`config.mk`:
```
export PLATFORM = sky130hd
export DESIGN_NAME = lookup_table_controller
export DESIGN_NICKNAME = d
export VERILOG_FILES = /design/src/rtl/lookup_table_controller.sv
export SDC_FILE = /design/constraint.sdc
export NUM_CORES = 1
export LEC_CHECK = 0
export BUFFER_PORTS_ARGS = -buffer_cell sky130_fd_sc_hd__buf_2
export CORE_ASPECT_RATIO = 1.4
export CORE_UTILIZATION = 39
export DETAILED_ROUTE_END_ITERATION = 7
export HOLD_SLACK_MARGIN = 0.12
export PLACE_DENSITY = 0.8
export SLEW_MARGIN = 30
export SYNTH_ARGS = -nofsm -noshare
export SYNTH_HDL_FRONTEND = slang
export SYNTH_SLANG_ARGS = --single-unit
```
`constraint.sdc`:
```
create_clock -name aclk -period 1.95 [get_ports aclk]
set_input_delay 0.39 -clock aclk [delete_from_list [all_inputs] [get_ports aclk]]
set_output_delay 0.39 -clock aclk [all_outputs]
set_load 0.03 [all_outputs]
```
`src/rtl/lookup_table_controller.sv`:
```
// lookup_table_controller: shares one lookup table between lookup traffic and table reloads.
// Optional LUT_CTRL_BLOCK_UNLOADED_EN stalls lookups until the first complete load.
module lookup_table_controller #(
  parameter int TDATA_WIDTH   = 32,
  parameter int ADDRESS_WIDTH = 8,
  parameter int TABLE_DEPTH   = 256,
  parameter int DRAIN_CYCLES  = 2
) (
  input  logic                     aclk,
  input  logic                     aresetn,
  output logic                     s_lookup_tready,
  input  logic [ADDRESS_WIDTH-1:0] s_lookup_tdata,
  input  logic                     s_lookup_tlast,
  input  logic                     s_lookup_tvalid,
  input  logic                     m_lookup_tready,
  output logic [ADDRESS_WIDTH-1:0] m_lookup_tdata,
  output logic                     m_lookup_tlast,
  output logic                     m_lookup_tvalid,
  output logic                     s_load_tready,
  input  logic [TDATA_WIDTH-1:0]   s_load_tdata,
  input  logic                     s_load_tlast,
  input  logic                     s_load_tvalid,
  input  logic                     m_load_tready,
  output logic [TDATA_WIDTH-1:0]   m_load_tdata,
  output logic                     m_load_tlast,
  output logic                     m_load_tvalid,
  output logic                     table_valid,
  output logic                     load_error,
  output logic [ADDRESS_WIDTH:0]   load_count
);
  typedef enum logic [2:0] {IDLE, DRAIN, LOAD, FLUSH, DONE} state_t;
  localparam int DW = DRAIN_CYCLES > 1 ? $clog2(DRAIN_CYCLES) : 1;
  localparam logic [ADDRESS_WIDTH:0] LAST = (ADDRESS_WIDTH+1)'(TABLE_DEPTH - 1);
  localparam logic [DW-1:0] DRAIN_END = DW'(DRAIN_CYCLES - 1);
  state_t state_q, state_d;
  logic in_packet_q, in_packet_d, table_valid_q, table_valid_d;
  logic load_error_q, load_error_d, short_q, short_d;
  logic [ADDRESS_WIDTH:0] load_count_q, load_count_d;
  logic [DW-1:0] drain_q, drain_d;
  logic gate, lk_pass, ld_pass, lk_acc, ld_acc, at_last;
`ifdef LUT_CTRL_BLOCK_UNLOADED_EN
  assign gate = table_valid_q;
`else
  assign gate = 1'b1;
`endif
  assign table_valid = table_valid_q;
  assign load_error  = load_error_q;
  assign load_count  = load_count_q;
  // Handshake outputs are forced low while aresetn is asserted so reset values hold immediately.
  always_comb begin
    lk_pass = aresetn && state_q == IDLE && gate;
    ld_pass = aresetn && state_q == LOAD;
    m_lookup_tvalid = lk_pass & s_lookup_tvalid;
    s_lookup_tready = lk_pass & m_lookup_tready;
    m_lookup_tdata = s_lookup_tdata;
    m_lookup_tlast = s_lookup_tlast;
    m_load_tvalid = ld_pass & s_load_tvalid;
    s_load_tready = ld_pass ? m_load_tready : (aresetn && state_q == FLUSH);
    m_load_tdata = s_load_tdata;
    at_last = load_count_q == LAST;
    m_load_tlast = at_last | s_load_tlast;
    lk_acc = m_lookup_tvalid & m_lookup_tready;
    ld_acc = s_load_tvalid & s_load_tready;
    state_d = state_q;
    in_packet_d = lk_acc ? !s_lookup_tlast : in_packet_q;
    drain_d = '0;
    load_count_d = load_count_q;
    load_error_d = load_error_q;
    table_valid_d = table_valid_q;
    short_d = short_q;
    case (state_q)
      // Leave only between packets and never while a lookup beat is stalled mid-handshake.
      IDLE: if (s_load_tvalid && ((!in_packet_q && !(m_lookup_tvalid && !m_lookup_tready)) || (lk_acc && s_lookup_tlast)))
        state_d = DRAIN;
      DRAIN: begin
        drain_d = drain_q + 1'b1;
        if (drain_q == DRAIN_END) begin
          state_d = LOAD;
          load_count_d = '0;
          load_error_d = 1'b0;
          short_d = 1'b0;
        end
      end
      LOAD: if (ld_acc) begin
        load_count_d = load_count_q + 1'b1;
        if (at_last) begin
          state_d = s_load_tlast ? DONE : FLUSH;
          load_error_d = !s_load_tlast;
        end else if (s_load_tlast) begin
          state_d = DONE;
          load_error_d = 1'b1;
          short_d = 1'b1;
        end
      end
      FLUSH: if (ld_acc && s_load_tlast) state_d = DONE;
      DONE: begin
        state_d = IDLE;
        table_valid_d = table_valid_q | !short_q;
      end
      default: state_d = IDLE;
    endcase
  end
  always_ff @(posedge aclk or negedge aresetn)
    if (!aresetn) begin
      state_q <= IDLE;
      in_packet_q <= 1'b0;
      table_valid_q <= 1'b0;
      load_error_q <= 1'b0;
      short_q <= 1'b0;
      load_count_q <= '0;
      drain_q <= '0;
    end else begin
      state_q <= state_d;
      in_packet_q <= in_packet_d;
      table_valid_q <= table_valid_d;
      load_error_q <= load_error_d;
      short_q <= short_d;
      load_count_q <= load_count_d;
      drain_q <= drain_d;
    end
endmodule

```
# Word-level counts from Yosys, hierarchy flattened
# Cells that the tools add are included.
[word_totals]
ff_bits = 17
in_bits = 48
output_inout_bits = 57
wordCells = 70
[op_classes]
n_addsub = 2
n_eq_ne = 12
n_mux = 21
bitwise = 7
n_reduce_logical = 21
[op_table]
columns = ["cell", "n"]
rows = [
  ["two-way mux 3 bit", 7],
  ["two-way mux 9 bit", 2],
  ["case mux 9 bit (2 select lines)", 1],
  ["case mux 3 bit (4 select lines)", 1],
  ["AND reduction 5 bit", 2],
  ["adder 9 x 1 -> 9 bit, second input constant", 1],
  ["== test 9 x 8 -> 1 bit, second input constant", 1],
  ["logical AND 1 bit", 8],
  ["two-way mux 1 bit", 8],
  ["inequality test 2 bit, second input constant", 4],
  ["== test 3 x 2 -> 1 bit, second input constant", 2],
  ["logical NOT 1 bit", 6],
  ["AND 1 bit", 5],
  ["inequality test 2 x 1 -> 1 bit, second input constant", 2],
  ["case mux 1 bit (2 select lines)", 2],
  ["AND reduction 4 bit", 1],
  ["== test 3 x 1 -> 1 bit, second input constant", 1],
  ["== test 3 bit, second input constant", 1],
  ["logical NOT 3 bit", 1],
  ["inequality test 3 bit, second input constant", 1],
  ["AND reduction 3 bit", 1],
  ["bitwise OR 1 bit", 2],
  ["nonzero test 2 bit", 1],
  ["adder 1 bit, second input constant", 1],
  ["logical OR 1 bit", 1],
]

# Logic depth before layout (Yosys ltp)
# Gate-level depths: netlist (run 1).
[logic_depth]
word_depth = 10
mapped_depth = 8
ltp_nobuf = 8

# Least setup slack after synthesis (run 1)
# No wires, ideal clock.
[synth_timing]
path_kind = "reg-to-reg"
from = "reg load_count_q[2] (netlist: load_count[2])"
to = "reg state_q[0]"
setup_ns = 0.125
arrival_time_ns = 1.815
t_required_ns = 1.825
slack_ns = 0.010
stages_incl_launch_ff = 9
n_path_buf = 0
synth_period_minus_slack_ns = 1.940
cell_sequence = "dfrtp_1 and4_1 nand2_1 nor2_1 ha_1 nor2b_1 a2bb2oi_1 o21ai_0 mux2_2"
[synth_between]
elab_chain_len = 4
word_cells_on_any_way = 6
classes_between = "eq/ne: 2; mux: 3; reduce/logical: 1"
[synth_rtl]
columns = ["element", "line", "rtl"]
rows = [
  ["start, declared", "38", "logic [ADDRESS_WIDTH:0] load_count_q, load_count_d;"],
  ["start signal, assigned", "118", "load_count_q <= load_count_d;"],
  ["== test 9 x 8 -> 1 bit *", "60", "at_last = load_count_q == LAST;"],
  ["two-way mux 3 bit", "86", "if (at_last) begin"],
  ["two-way mux 3 bit", "84", "LOAD: if (ld_acc) begin"],
  ["case mux 3 bit (4 select lines)", "71", "case (state_q)"],
  ["end signal, assigned", "113", "state_q <= state_d;"],
  ["end, declared", "35", "state_t state_q, state_d;"],
]
# Mark *: on every way between the ends. The rest lies on a longest branch, timed or not. The select of a mux whose other input is x is not followed.
# A chain may end at the register's enable or synchronous reset.

# Final worst setup path (run 1)
[layout_timing]
from = "reg load_count_q[5] (netlist: load_count[5])"
to = "reg load_count_q[7] (netlist: load_count[7])"
[layout_between]
elab_chain_len = 3
[layout_rtl]
columns = ["element", "line", "rtl"]
rows = [
  ["adder 9 x 1 -> 9 bit", "85", "load_count_d = load_count_q + 1'b1;"],
  ["two-way mux 9 bit", "84", ""],
  ["case mux 9 bit (2 select lines)", "71", ""],
]
# Every way passes these cells. The select of a mux whose other input is x is not followed.

==> results of run 1 <==
==> metal layers <==
layer / wire length (µm) / global-route usage, %
met5: 0 / 0
met4: 74 / 7.72
met3: 199 / 5.66
met2: 1320 / 25.0
met1: 1050 / 18.9
==> placed cells by master (no fill, tap or decap), types with 3 or more instances in the layout <==
cell type / Yosys / final
dfrtp_1: 17 / 17
clkbuf_8: 0 / 3
buf_2: 2 / 23
buf_4: 41 / 18
nand2_1: 10 / 8
inv_1: 3 / 3
nor2_1: 10 / 9
nand3_1: 3 / 3
nand4_1: 3 / 3
nor2b_1: 3 / 3
xor2_1: 3 / 3
a21oi_1: 6 / 5
==> layout make-up <==
type,count,area [µm²]
fillers,319,1780
multi-input cells,75,536
flip-flops and latches,17,425
repair buffers,43,272
well taps,39,48.8
clock buffers,3,41.3
inverters,3,11.3
clock inverters,1,5.00
==> worst paths after layout <==
kind / endpoint / slack (ps) / cells after the start
worst min-delay path: state_q[2] / 130 / 2
worst min register to register: table_valid / 480 / 1
min in group aclk: in_packet_q / 330 / 2
worst max-delay path: load_count[7] / 8 / 10
max in group asynchronous: load_count[7] / 990 / 2
worst max register to register: load_count[7] / 8 / 10
==> report_power, final <==
part	leakage [nW]	internal (mW)	switching [mW]
Sequential	0.213	0.445	0.102
Clock	0.0255	0.142	0.128
Combinational	0.415	0.304	0.413
==> metrics by stage <==
| step | utilization [%] | hold slack, ps |
|---|---|---|
| 3_3_place_gp | 37.2 | 289 |
| 2_1_floorplan | - | 94.4 |
| 5_1_grt | 42.9 | 150 |
| 3_5_place_dp | 37.2 | 294 |
| 6_report | 42.9 | 135 |
| 4_1_cts | 41.5 | 137 |
==> kinds of logic (layout without fill, tap and decap cells) <==
logic type               Yosys count  count (layout)  synth area share (%)
buffers and inverters             49              50                  28.1
AND/OR/NAND/NOR                   47              47                  22.0
AO/OA/AOI/OAI                     19              19                  9.78
flip-flops                        17              17                  32.9
multiplexers                       4               4                  3.29
XOR/XNOR                           3               3                  2.03
adder cells (fa/ha/maj)            2               2                  1.94
==> state kept, by name, indices dropped and copies added (netlist names) <==
register and count:
drain_q 1, table_valid 1, in_packet_q 1, state_q 3, load_count 9, short_q 1
load_error 1
==> what timing repair did <==
| item | CTS | global route |
|---|---|---|
| hold buffers | 1 | 0 |
| gates resized for setup | 7 | 6 |
| setup endpoints to repair | 2 | 5 |
| buffers inserted | 8 | 3 |
| hold endpoints to repair | 8 | 0 |
| pin swaps | 4 | 1 |
==> metrics.txt, run 1 <==
# TYPE chip_impl_metric gauge
chip_impl_metric{name="yosys_register_bits",unit=""} 17
chip_impl_metric{name="worst-endpoint-required",unit="ps"} 2140
chip_impl_metric{name="via_count_of_the_first_global_routing_pass",unit=""} 973
chip_impl_metric{name="placed_cells",unit=""} 165
chip_impl_metric{name="grtUsageTotal",unit="%"} 15.9
chip_impl_info{name="setup.worst_path.start_class",value="flop"} 1
chip_impl_metric{name="h_tree_level_count",unit=""} 1
chip_impl_info{name="cp_slowest_cell",value="or3_1"} 1
chip_impl_metric{name="syn_area_per_cell",unit="µm²"} 9.17
chip_impl_metric{name="antenna_found_initial",unit=""} 0
chip_impl_metric{name="ys.warnings.count",unit=""} 0
chip_impl_info{name="ys.flop_type",value="dfrtp_1"} 1
chip_impl_metric{name="critical_path.max_fanout",unit=""} 2
chip_impl_info{name="synth_area_leaders",value="dfrtp_1, buf_4, nand2_1"} 1
chip_impl_metric{name="synth_cell_types",unit=""} 39
chip_impl_metric{name="final.setup.tns",unit="ps"} 0
chip_impl_info{name="yosysMostFrequentCell",value="buf_4"} 1
chip_impl_metric{name="total_routed_wirelength",unit="mm"} 2.64
chip_impl_metric{name="setup_slack",unit="ps"} 7.61
chip_impl_metric{name="vdd_ir_drop_max",unit="mV"} 0.623
chip_impl_metric{name="worstPathArrival",unit="ps"} 2130
chip_impl_metric{name="wire_per_inst",unit="µm"} 14.6
chip_impl_metric{name="timing.slew.headroom",unit="%"} 70.6
chip_impl_metric{name="slowest_delay",unit="ps"} 370
chip_impl_info{name="worst_path_dominant_cell_family",value="buffers and inverters"} 1
chip_impl_metric{name="finalHoldViolations",unit=""} 0
chip_impl_metric{name="finalWeightedCongestion",unit=""} 0.761
chip_impl_metric{name="part_of_the_yosys_area_used_for_sequential_elements",unit="%"} 32.9
chip_impl_metric{name="number_of_synthesized_flops_with_an_enable_pin",unit=""} 0
chip_impl_metric{name="post-route-min-period",unit="ps"} 1940
chip_impl_metric{name="ctsLongestPathBuffers",unit=""} 2
chip_impl_metric{name="vias",unit=""} 975
chip_impl_metric{name="final-max-slew-violation-count",unit=""} 0
chip_impl_metric{name="fp.dieW",unit="µm"} 50.7
chip_impl_metric{name="port_buf_inserts",unit=""} 24
chip_impl_metric{name="layoutNonFillerInstCount",unit=""} 181
chip_impl_metric{name="clk_pin_slew_worst_paths",unit="ps"} 70
chip_impl_metric{name="maximum_number_of_pins_on_one_net_before_global_route_repair",unit=""} 13
chip_impl_metric{name="leakage",unit="nW"} 0.654
chip_impl_metric{name="cts_inserted_buffers",unit=""} 3
chip_impl_info{name="critical_path.most_common_cell",value="buf_4"} 1
chip_impl_info{name="tritoncts",value="done"} 1
chip_impl_metric{name="pwr_density_cell",unit="mW/mm²"} 1150
chip_impl_info{name="setup.worst_path.start",value="load_count[5]"} 1
chip_impl_info{name="grt_setup_unrepaired",value="true"} 1
chip_impl_metric{name="route.detailed.drc",unit=""} 0
chip_impl_metric{name="io_pins",unit=""} 105
chip_impl_metric{name="placed_cell_area",unit="mm²"} 0.00116
chip_impl_metric{name="place_worst_setup_slack",unit="ps"} 40.1
chip_impl_metric{name="ant_nets",unit=""} 0
chip_impl_metric{name="wire_length_of_the_first_global_routing_pass",unit="mm"} 4.36
chip_impl_metric{name="drv.max_cap_violation_count",unit=""} 0
chip_impl_metric{name="synthCells",unit=""} 141
chip_impl_info{name="run_status",value="finished, final reports clean"} 1
chip_impl_metric{name="timing.final.crit_share",unit="%"} 99.6
chip_impl_metric{name="final_net_count",unit=""} 193
chip_impl_metric{name="finalSetupViolCount",unit=""} 0
chip_impl_metric{name="final_design_area_no_fill",unit="mm²"} 0.00134
chip_impl_metric{name="floorplan.initialDensity",unit="%"} 41.4
chip_impl_metric{name="floorplan.rows",unit=""} 24
chip_impl_metric{name="synth_nets",unit=""} 191
chip_impl_info{name="worst_hold_path_type",value="in2async"} 1
chip_impl_metric{name="vias_per_cell",unit=""} 5.39
chip_impl_metric{name="netlist_area",unit="mm²"} 0.00129
chip_impl_metric{name="async_reset_ff_share",unit="%"} 100
chip_impl_metric{name="core_area",unit="mm²"} 0.00312
chip_impl_info{name="synth.cells.most_frequent",value="buf_4, dfrtp_1, nand2_1, nor2_1, a21oi_1"} 1
chip_impl_metric{name="drive_gt1_share",unit="%"} 43.7
chip_impl_metric{name="number_of_antenna_diodes",unit=""} 0
chip_impl_metric{name="synth_top_area_share",unit="%"} 32.9
chip_impl_metric{name="floorplan.die_area",unit="mm²"} 0.00355
chip_impl_info{name="timing.rr.start",value="load_count[5]"} 1
chip_impl_metric{name="timing.fmax",unit="MHz"} 515
chip_impl_metric{name="skew",unit="ps"} 4.66
chip_impl_info{name="post_synthesis_cell_type_with_the_largest_combined_area",value="dfrtp_1"} 1
chip_impl_metric{name="clock_latency_on_the_worst_skew_pair",unit="ps"} 260
chip_impl_info{name="cells_traversed_along_the_worst_timing_path",value="and4_4 -> nand2_4 -> buf_4 -> buf_4 -> buf_4 -> buf_4 -> buf_4 -> buf_4 -> or3_1 -> a21oi_2"} 1
chip_impl_info{name="clock-root-buffer",value="clkbuf_8"} 1
chip_impl_metric{name="detailedRoute.firstIterationViolations",unit=""} 17
chip_impl_info{name="timing.critical_path.to_type",value="flop"} 1
chip_impl_metric{name="areaGrowthSynthToFinish",unit="%"} 3.58
chip_impl_metric{name="total_power",unit="mW"} 1.53
chip_impl_metric{name="place_hpwl",unit="mm"} 1.80
chip_impl_metric{name="clkSinkCount",unit=""} 17
chip_impl_info{name="timing_worst_setup_path_type",value="reg2reg"} 1
chip_impl_metric{name="worst_slew_pin_slew",unit="ps"} 440
chip_impl_metric{name="dr.pass1.iters",unit=""} 5
chip_impl_metric{name="cp_num_buf_inv",unit=""} 6
chip_impl_metric{name="die_h",unit="µm"} 70.1
chip_impl_metric{name="gr-total-overflow",unit=""} 0
Note: power is estimated with default switching activity, not from simulation.
==> run 2: changes to the inputs <==
- GPL_ROUTABILITY_DRIVEN: not set -> 0
- RECOVER_POWER: not set -> 25
==> run 2 against run 1 <==
Power hardly changed. Fmax hardly changed. Cell area is 0.28% lower. Largest cell class unchanged.
==> metrics.txt, run 2 (synthesis results as in run 1) <==
# TYPE chip_impl_metric gauge
chip_impl_metric{name="die_h",unit="µm"} 70.1
chip_impl_metric{name="wire_length_of_the_first_global_routing_pass",unit="mm"} 4.36
chip_impl_info{name="cells_traversed_along_the_worst_timing_path",value="and4_4 -> nand2_4 -> buf_4 -> buf_4 -> buf_4 -> buf_4 -> buf_4 -> buf_4 -> or3_1 -> a21oi_2"} 1
chip_impl_metric{name="timing.fmax",unit="MHz"} 515
chip_impl_metric{name="clk_pin_slew_worst_paths",unit="ps"} 70
chip_impl_metric{name="final-max-slew-violation-count",unit=""} 0
chip_impl_metric{name="drv.max_cap_violation_count",unit=""} 0
chip_impl_metric{name="placed_cell_area",unit="mm²"} 0.00116
chip_impl_info{name="route.top_layer_used",value="met4"} 1
chip_impl_metric{name="final_net_count",unit=""} 193
chip_impl_metric{name="layoutNonFillerInstCount",unit=""} 181
chip_impl_metric{name="pwr_density_cell",unit="mW/mm²"} 1150
chip_impl_info{name="tritoncts",value="done"} 1
chip_impl_metric{name="maximum_number_of_pins_on_one_net_before_global_route_repair",unit=""} 13
chip_impl_metric{name="floorplan.die_area",unit="mm²"} 0.00355
chip_impl_metric{name="timing.slew.headroom",unit="%"} 69.4
chip_impl_metric{name="setup_slack",unit="ps"} 7.33
chip_impl_metric{name="route.detailed.drc",unit=""} 0
chip_impl_info{name="timing.critical_path.to_type",value="flop"} 1
chip_impl_metric{name="drt-met1-wl",unit="mm"} 1.04
chip_impl_info{name="most-common-layout-cells",value="buf_2, dfrtp_1, buf_4, nor2_1, nand2_1"} 1
chip_impl_metric{name="worst_slew_pin_slew",unit="ps"} 459
chip_impl_metric{name="floorplan.rows",unit=""} 24
chip_impl_metric{name="wire_per_inst",unit="µm"} 14.7
chip_impl_metric{name="finalHoldWorstSlack",unit="ps"} 234
chip_impl_info{name="setup.worst_path.start_class",value="flop"} 1
chip_impl_metric{name="cts_inserted_buffers",unit=""} 3
chip_impl_info{name="mostFrequentLayoutCell",value="buf_2"} 1
chip_impl_metric{name="final_design_area_no_fill",unit="mm²"} 0.00134
chip_impl_metric{name="areaGrowthSynthToFinish",unit="%"} 3.29
chip_impl_metric{name="place_worst_setup_slack",unit="ps"} 40.1
chip_impl_metric{name="gr-total-overflow",unit=""} 0
chip_impl_metric{name="placed_cells",unit=""} 165
chip_impl_metric{name="ff2ff_setup_slack",unit="ps"} 7
chip_impl_metric{name="floorplan.initialDensity",unit="%"} 41.4
chip_impl_metric{name="ctsLongestPathBuffers",unit=""} 2
chip_impl_metric{name="vias_per_cell",unit=""} 5.39
chip_impl_metric{name="h_tree_level_count",unit=""} 1
chip_impl_info{name="timing_worst_setup_path_type",value="reg2reg"} 1
chip_impl_metric{name="number_of_antenna_diodes",unit=""} 0
chip_impl_metric{name="grtUsageTotal",unit="%"} 15.9
chip_impl_metric{name="post-route-min-period",unit="ps"} 1940
chip_impl_metric{name="finalHoldViolations",unit=""} 0
chip_impl_metric{name="utilization_of_the_core_after_routing",unit="%"} 42.7
chip_impl_metric{name="vdd_ir_drop_max",unit="mV"} 0.623
chip_impl_metric{name="clkSinkCount",unit=""} 17
chip_impl_metric{name="skew",unit="ps"} 4.97
chip_impl_info{name="cp_slowest_cell",value="or3_1"} 1
chip_impl_metric{name="port_buf_inserts",unit=""} 24
chip_impl_metric{name="worst-endpoint-required",unit="ps"} 2140
chip_impl_metric{name="critical_path.max_fanout",unit=""} 2
chip_impl_metric{name="vias",unit=""} 976
chip_impl_info{name="worst_hold_path_type",value="in2async"} 1
chip_impl_metric{name="met3RoutedLength",unit="µm"} 210
chip_impl_metric{name="place_hpwl",unit="mm"} 1.80
chip_impl_metric{name="total_power",unit="mW"} 1.53
chip_impl_metric{name="ant_nets",unit=""} 0
chip_impl_metric{name="via_count_of_the_first_global_routing_pass",unit=""} 973
chip_impl_metric{name="finalSetupViolCount",unit=""} 0
chip_impl_info{name="grt_setup_unrepaired",value="true"} 1
chip_impl_metric{name="dr.pass1.iters",unit=""} 4
chip_impl_metric{name="slowest_delay",unit="ps"} 370
chip_impl_metric{name="final.setup.tns",unit="ps"} 0
chip_impl_metric{name="worstPathArrival",unit="ps"} 2130
chip_impl_metric{name="wl_met2",unit="mm"} 1.33
chip_impl_metric{name="timing.final.crit_share",unit="%"} 99.6
chip_impl_metric{name="antenna_found_initial",unit=""} 0
chip_impl_metric{name="core_area",unit="mm²"} 0.00312
chip_impl_metric{name="detailedRoute.firstIterationViolations",unit=""} 15
chip_impl_metric{name="fp.dieW",unit="µm"} 50.7
chip_impl_info{name="run_status",value="finished, final reports clean"} 1
chip_impl_info{name="critical_path.most_common_cell",value="buf_4"} 1
chip_impl_metric{name="drive_gt1_share",unit="%"} 43.0
chip_impl_metric{name="io_pins",unit=""} 105
chip_impl_metric{name="total_routed_wirelength",unit="mm"} 2.65
chip_impl_info{name="clock-root-buffer",value="clkbuf_8"} 1
chip_impl_metric{name="largest_register_ffs",unit=""} 9
chip_impl_metric{name="leakage",unit="nW"} 0.651
chip_impl_metric{name="clock_latency_on_the_worst_skew_pair",unit="ps"} 260
==> run 2: final cells by class <==
type	count	area, µm²
Tap cell	39	48.8
Multi-Input combinational cell	75	536
Sequential cell	17	425
Inverter	3	11.3
Clock buffer	3	41.3
Clock inverter	1	5.00
Fill cell	319	1790
Timing Repair Buffer	43	268
==> run 2: power by group <==
part,total (mW),switching (mW),internal (mW)
clock network,0.270,0.127,0.142
logic,0.716,0.413,0.303
registers,0.548,0.102,0.445
total,1.53,0.643,0.891
==> run 2: what timing repair did <==
item,CTS,global route
resized for setup,7,6
pin swaps,4,1
endpoints found under the hold margin,8,0
hold buffers,1,0
buffers inserted,8,3
setup endpoints to repair,2,5
==> run 2: worst paths after layout <==
path,cells past startpoint,start,endpoint
max in group asynchronous,2,aresetn,load_count[7]
min in group aclk,2,s_lookup_tlast,in_packet_q
worst max-delay path,10,load_count[5],load_count[7]
worst max register to register,10,load_count[5],load_count[7]
worst min register to register,1,table_valid,table_valid
worst min-delay path,2,aresetn,state_q[2]
==> run 2: critical path, delay by kind of cell (launching register included) <==
family                 cells  cell delay [ps]
buffers and inverters      6              730
and+or+nand+nor            3              670
DFF                        1              360
AOI/OAI and AO/OA          1              120
==> run 2: routing by layer <==
layer	vias to the layer above	GRT usage (%)
li1	445	-
met3	11	5.66
met1	459	18.9
met4	0	7.72
met5	-	0
met2	61	25.0
==> run 3: changes to the inputs <==
- BUFFER_PORTS_ARGS: -buffer_cell sky130_fd_sc_hd__buf_2 -> not set
- CELL_PAD_IN_SITES_DETAIL_PLACEMENT: not set -> 1
- CELL_PAD_IN_SITES_GLOBAL_PLACEMENT: not set -> 1
- CORE_UTILIZATION: 39 -> 42
- CTS_CLUSTER_DIAMETER: not set -> 150
- DONT_BUFFER_PORTS: not set -> 1
- PLACE_DENSITY: 0.8 -> 0.78
==> run 3 against run 2 <==
Count of clock-buffer cells in the layout stayed put. Hold slack worse by 10 ps. Non-clock buffer count is 28 lower. Register-to-register slack better by 110 ps. Largest cell class unchanged. Highest routed layer unchanged.
==> metrics.txt, run 3 (synthesis results as in run 1) <==
# TYPE chip_impl_metric gauge
chip_impl_metric{name="critical_path.max_fanout",unit=""} 4
chip_impl_metric{name="final.setup.tns",unit="ps"} 0
chip_impl_metric{name="finalHoldWorstSlack",unit="ps"} 224
chip_impl_metric{name="finalHoldViolations",unit=""} 0
chip_impl_metric{name="number_of_antenna_diodes",unit=""} 0
chip_impl_metric{name="wire_length_of_the_first_global_routing_pass",unit="mm"} 4.82
chip_impl_metric{name="total_power",unit="mW"} 1.48
chip_impl_metric{name="drv.max_cap_violation_count",unit=""} 0
chip_impl_metric{name="route.detailed.drc",unit=""} 0
chip_impl_metric{name="netSwitchingFraction",unit="%"} 42.6
chip_impl_metric{name="cellInternalPower",unit="µW"} 848
chip_impl_info{name="most-common-layout-cells",value="dfrtp_1, buf_4, nand2_1, nor2_1, a21oi_1"} 1
chip_impl_info{name="worst_hold_path_type",value="in2reg"} 1
chip_impl_metric{name="skew",unit="ps"} 1.66
chip_impl_metric{name="antenna_found_initial",unit=""} 0
chip_impl_metric{name="cts_inserted_buffers",unit=""} 3
chip_impl_metric{name="setup_slack",unit="ps"} 79.2
chip_impl_metric{name="die_h",unit="µm"} 67.6
chip_impl_metric{name="fp.dieW",unit="µm"} 48.9
chip_impl_info{name="critical_path.most_common_cell",value="ha_2"} 1
chip_impl_metric{name="reg2reg_depth",unit=""} 8
chip_impl_metric{name="comb_power_share",unit="%"} 41.4
chip_impl_info{name="timing.rr.start",value="load_count[0]"} 1
chip_impl_metric{name="clock_latency_on_the_worst_skew_pair",unit="ps"} 250
chip_impl_metric{name="nFillCells",unit=""} 340
chip_impl_metric{name="combined_area_of_the_multi_input_logic_cells",unit="µm²"} 526
chip_impl_metric{name="post-route-min-period",unit="ps"} 1870
chip_impl_metric{name="place_worst_setup_slack",unit="ps"} 28.5
chip_impl_metric{name="ff2ff_setup_slack",unit="ps"} 120
chip_impl_metric{name="areaGrowthSynthToFinish",unit="%"} -9.49
chip_impl_metric{name="finalSetupViolCount",unit=""} 0
chip_impl_info{name="cells_traversed_along_the_worst_timing_path",value="ha_2 -> nand2_1 -> nor2_2 -> ha_2 -> or2_4"} 1
chip_impl_info{name="timing_worst_setup_path_type",value="reg2out"} 1
chip_impl_metric{name="timing.slew.headroom",unit="%"} 44.5
chip_impl_metric{name="ant_nets",unit=""} 0
chip_impl_metric{name="gr-total-overflow",unit=""} 0
chip_impl_metric{name="p_sw",unit="µW"} 630
chip_impl_info{name="hold_crit_endpoint",value="in_packet_q"} 1
chip_impl_metric{name="h_tree_level_count",unit=""} 1
chip_impl_metric{name="vias_per_cell",unit=""} 5.81
chip_impl_info{name="worst_path_dominant_cell_family",value="simple AND/OR/NAND/NOR gates"} 1
chip_impl_metric{name="via_count_of_the_first_global_routing_pass",unit=""} 999
chip_impl_metric{name="total_routed_wirelength",unit="mm"} 2.84
chip_impl_metric{name="worst_slew_pin_slew",unit="ps"} 829
chip_impl_metric{name="floorplan.die_area",unit="mm²"} 0.00331
chip_impl_info{name="setup.worst_path.start_class",value="flop"} 1
chip_impl_metric{name="grtUsageTotal",unit="%"} 19.4
chip_impl_metric{name="wire_per_inst",unit="µm"} 18.8
chip_impl_metric{name="share_clk_of_total_power",unit="%"} 18.4
chip_impl_metric{name="layout.area.seq",unit="µm²"} 425
chip_impl_metric{name="maximum_number_of_pins_on_one_net_before_global_route_repair",unit=""} 18
chip_impl_metric{name="drive_gt1_share",unit="%"} 28.9
chip_impl_metric{name="dr.pass1.iters",unit=""} 4
chip_impl_metric{name="vdd_ir_drop_max",unit="mV"} 0.554
chip_impl_metric{name="worst-endpoint-required",unit="ps"} 1560
chip_impl_metric{name="leakage",unit="nW"} 0.513
chip_impl_metric{name="worstPathArrival",unit="ps"} 1480
chip_impl_metric{name="core_area",unit="mm²"} 0.00291
chip_impl_info{name="regToRegEndpoint",value="state_q[0]"} 1
chip_impl_metric{name="io_pins",unit=""} 105
chip_impl_metric{name="ctsLongestPathBuffers",unit=""} 2
chip_impl_info{name="cp_slowest_cell",value="dfrtp_1"} 1
chip_impl_metric{name="cp_num_buf_inv",unit=""} 0
chip_impl_metric{name="detailedRoute.firstIterationViolations",unit=""} 9
chip_impl_metric{name="min_delay_path_depth",unit=""} 1
chip_impl_metric{name="power.sequential.fraction",unit="%"} 40.2
chip_impl_metric{name="floorplan.rows",unit=""} 23
chip_impl_metric{name="setup_fix_bufs_post_cts",unit=""} 0
chip_impl_info{name="worstHoldStart",value="s_lookup_tlast"} 1
chip_impl_metric{name="vias",unit=""} 878
chip_impl_metric{name="clk_pin_slew_worst_paths",unit="ps"} 70
chip_impl_metric{name="timing.fmax",unit="MHz"} 535
chip_impl_metric{name="timing.final.crit_share",unit="%"} 95.9
chip_impl_metric{name="layoutNonFillerInstCount",unit=""} 151
chip_impl_metric{name="pwr_density_cell",unit="mW/mm²"} 1260
chip_impl_info{name="clock-root-buffer",value="clkbuf_8"} 1
chip_impl_metric{name="placed_cells",unit=""} 146
chip_impl_metric{name="placed_cell_area",unit="mm²"} 0.00109
chip_impl_info{name="timing.critical_path.to_type",value="output port"} 1
chip_impl_metric{name="floorplan.initialDensity",unit="%"} 44.5
chip_impl_metric{name="final_design_area_no_fill",unit="mm²"} 0.00117
chip_impl_info{name="grt_setup_unrepaired",value="false"} 1
chip_impl_info{name="run_status",value="finished, final reports clean"} 1
chip_impl_metric{name="place_hpwl",unit="mm"} 2.12
chip_impl_metric{name="utilization_of_the_core_after_routing",unit="%"} 40.2
chip_impl_metric{name="final-max-slew-violation-count",unit=""} 0
chip_impl_metric{name="slowest_delay",unit="ps"} 390
chip_impl_metric{name="final_net_count",unit=""} 165
chip_impl_info{name="tritoncts",value="done"} 1
chip_impl_metric{name="clkSinkCount",unit=""} 17
chip_impl_metric{name="largest_register_ffs",unit=""} 9
chip_impl_metric{name="port_buf_inserts",unit=""} 0
chip_impl_info{name="mostFrequentLayoutCell",value="dfrtp_1"} 1
==> run 3: worst max path at each step <==
stage / to / start / depth (start not counted) / slack, ps
detailed placement: state_q[0] / load_count[3] / 8 / 30
global placement: state_q[0] / load_count[3] / 8 / 130
floorplan: state_q[0] / load_count[2] / 8 / 10
finish: m_load_tlast / load_count[0] / 5 / 80
global route: state_q[0] / load_count[3] / 8 / 0.8
CTS: state_q[0] / load_count[0] / 8 / 20
==> run 3: worst register-to-register path: cells and delay by family, from the launching register on <==
family | cells | cell delay (ps)
and+or+nand+nor | 3 | 250
muxes | 1 | 350
adders and majority gates | 2 | 410
DFF | 1 | 390
AOI/OAI and AO/OA | 2 | 320
==> run 3: layout make-up <==
class                           instances  share of cell area (%)
Multi-Input combinational cell         75                    44.9
Inverter                                3                   0.963
Timing Repair Buffer                   15                    9.84
Sequential cell                        17                    36.4
Clock buffer                            3                    3.53
Clock inverter                          1                   0.428
Tap cell                               37                    3.96
==> run 3: power by group through the flow <==
stage	Clock [mW]	Sequential [mW]	Combinational, mW
global placement	0	0.583	0.580
detailed placement	0	0.595	0.604
CTS	0.275	0.589	0.616
floorplan	0	0.631	0.561
global route	0.293	0.613	0.678
finish	0.271	0.594	0.612
==> run 3: routing by layer <==
metal	vias to the layer above	track usage, %	wire (µm)
met5	-	0	0
met4	0	7.72	37
met3	8	7.21	230
met2	47	35.8	1490
met1	433	19.9	1080
li1	390	-	-
==> run 3: what timing repair did <==
| action | in CTS | in global routing |
|---|---|---|
| gates resized for setup | 2 | 7 |
| hold buffers | 1 | 0 |
| cloned | 0 | 0 |
| hold endpoints to repair | 17 | 0 |
| setup endpoints to repair | 2 | 4 |
| pin swaps | 0 | 3 |
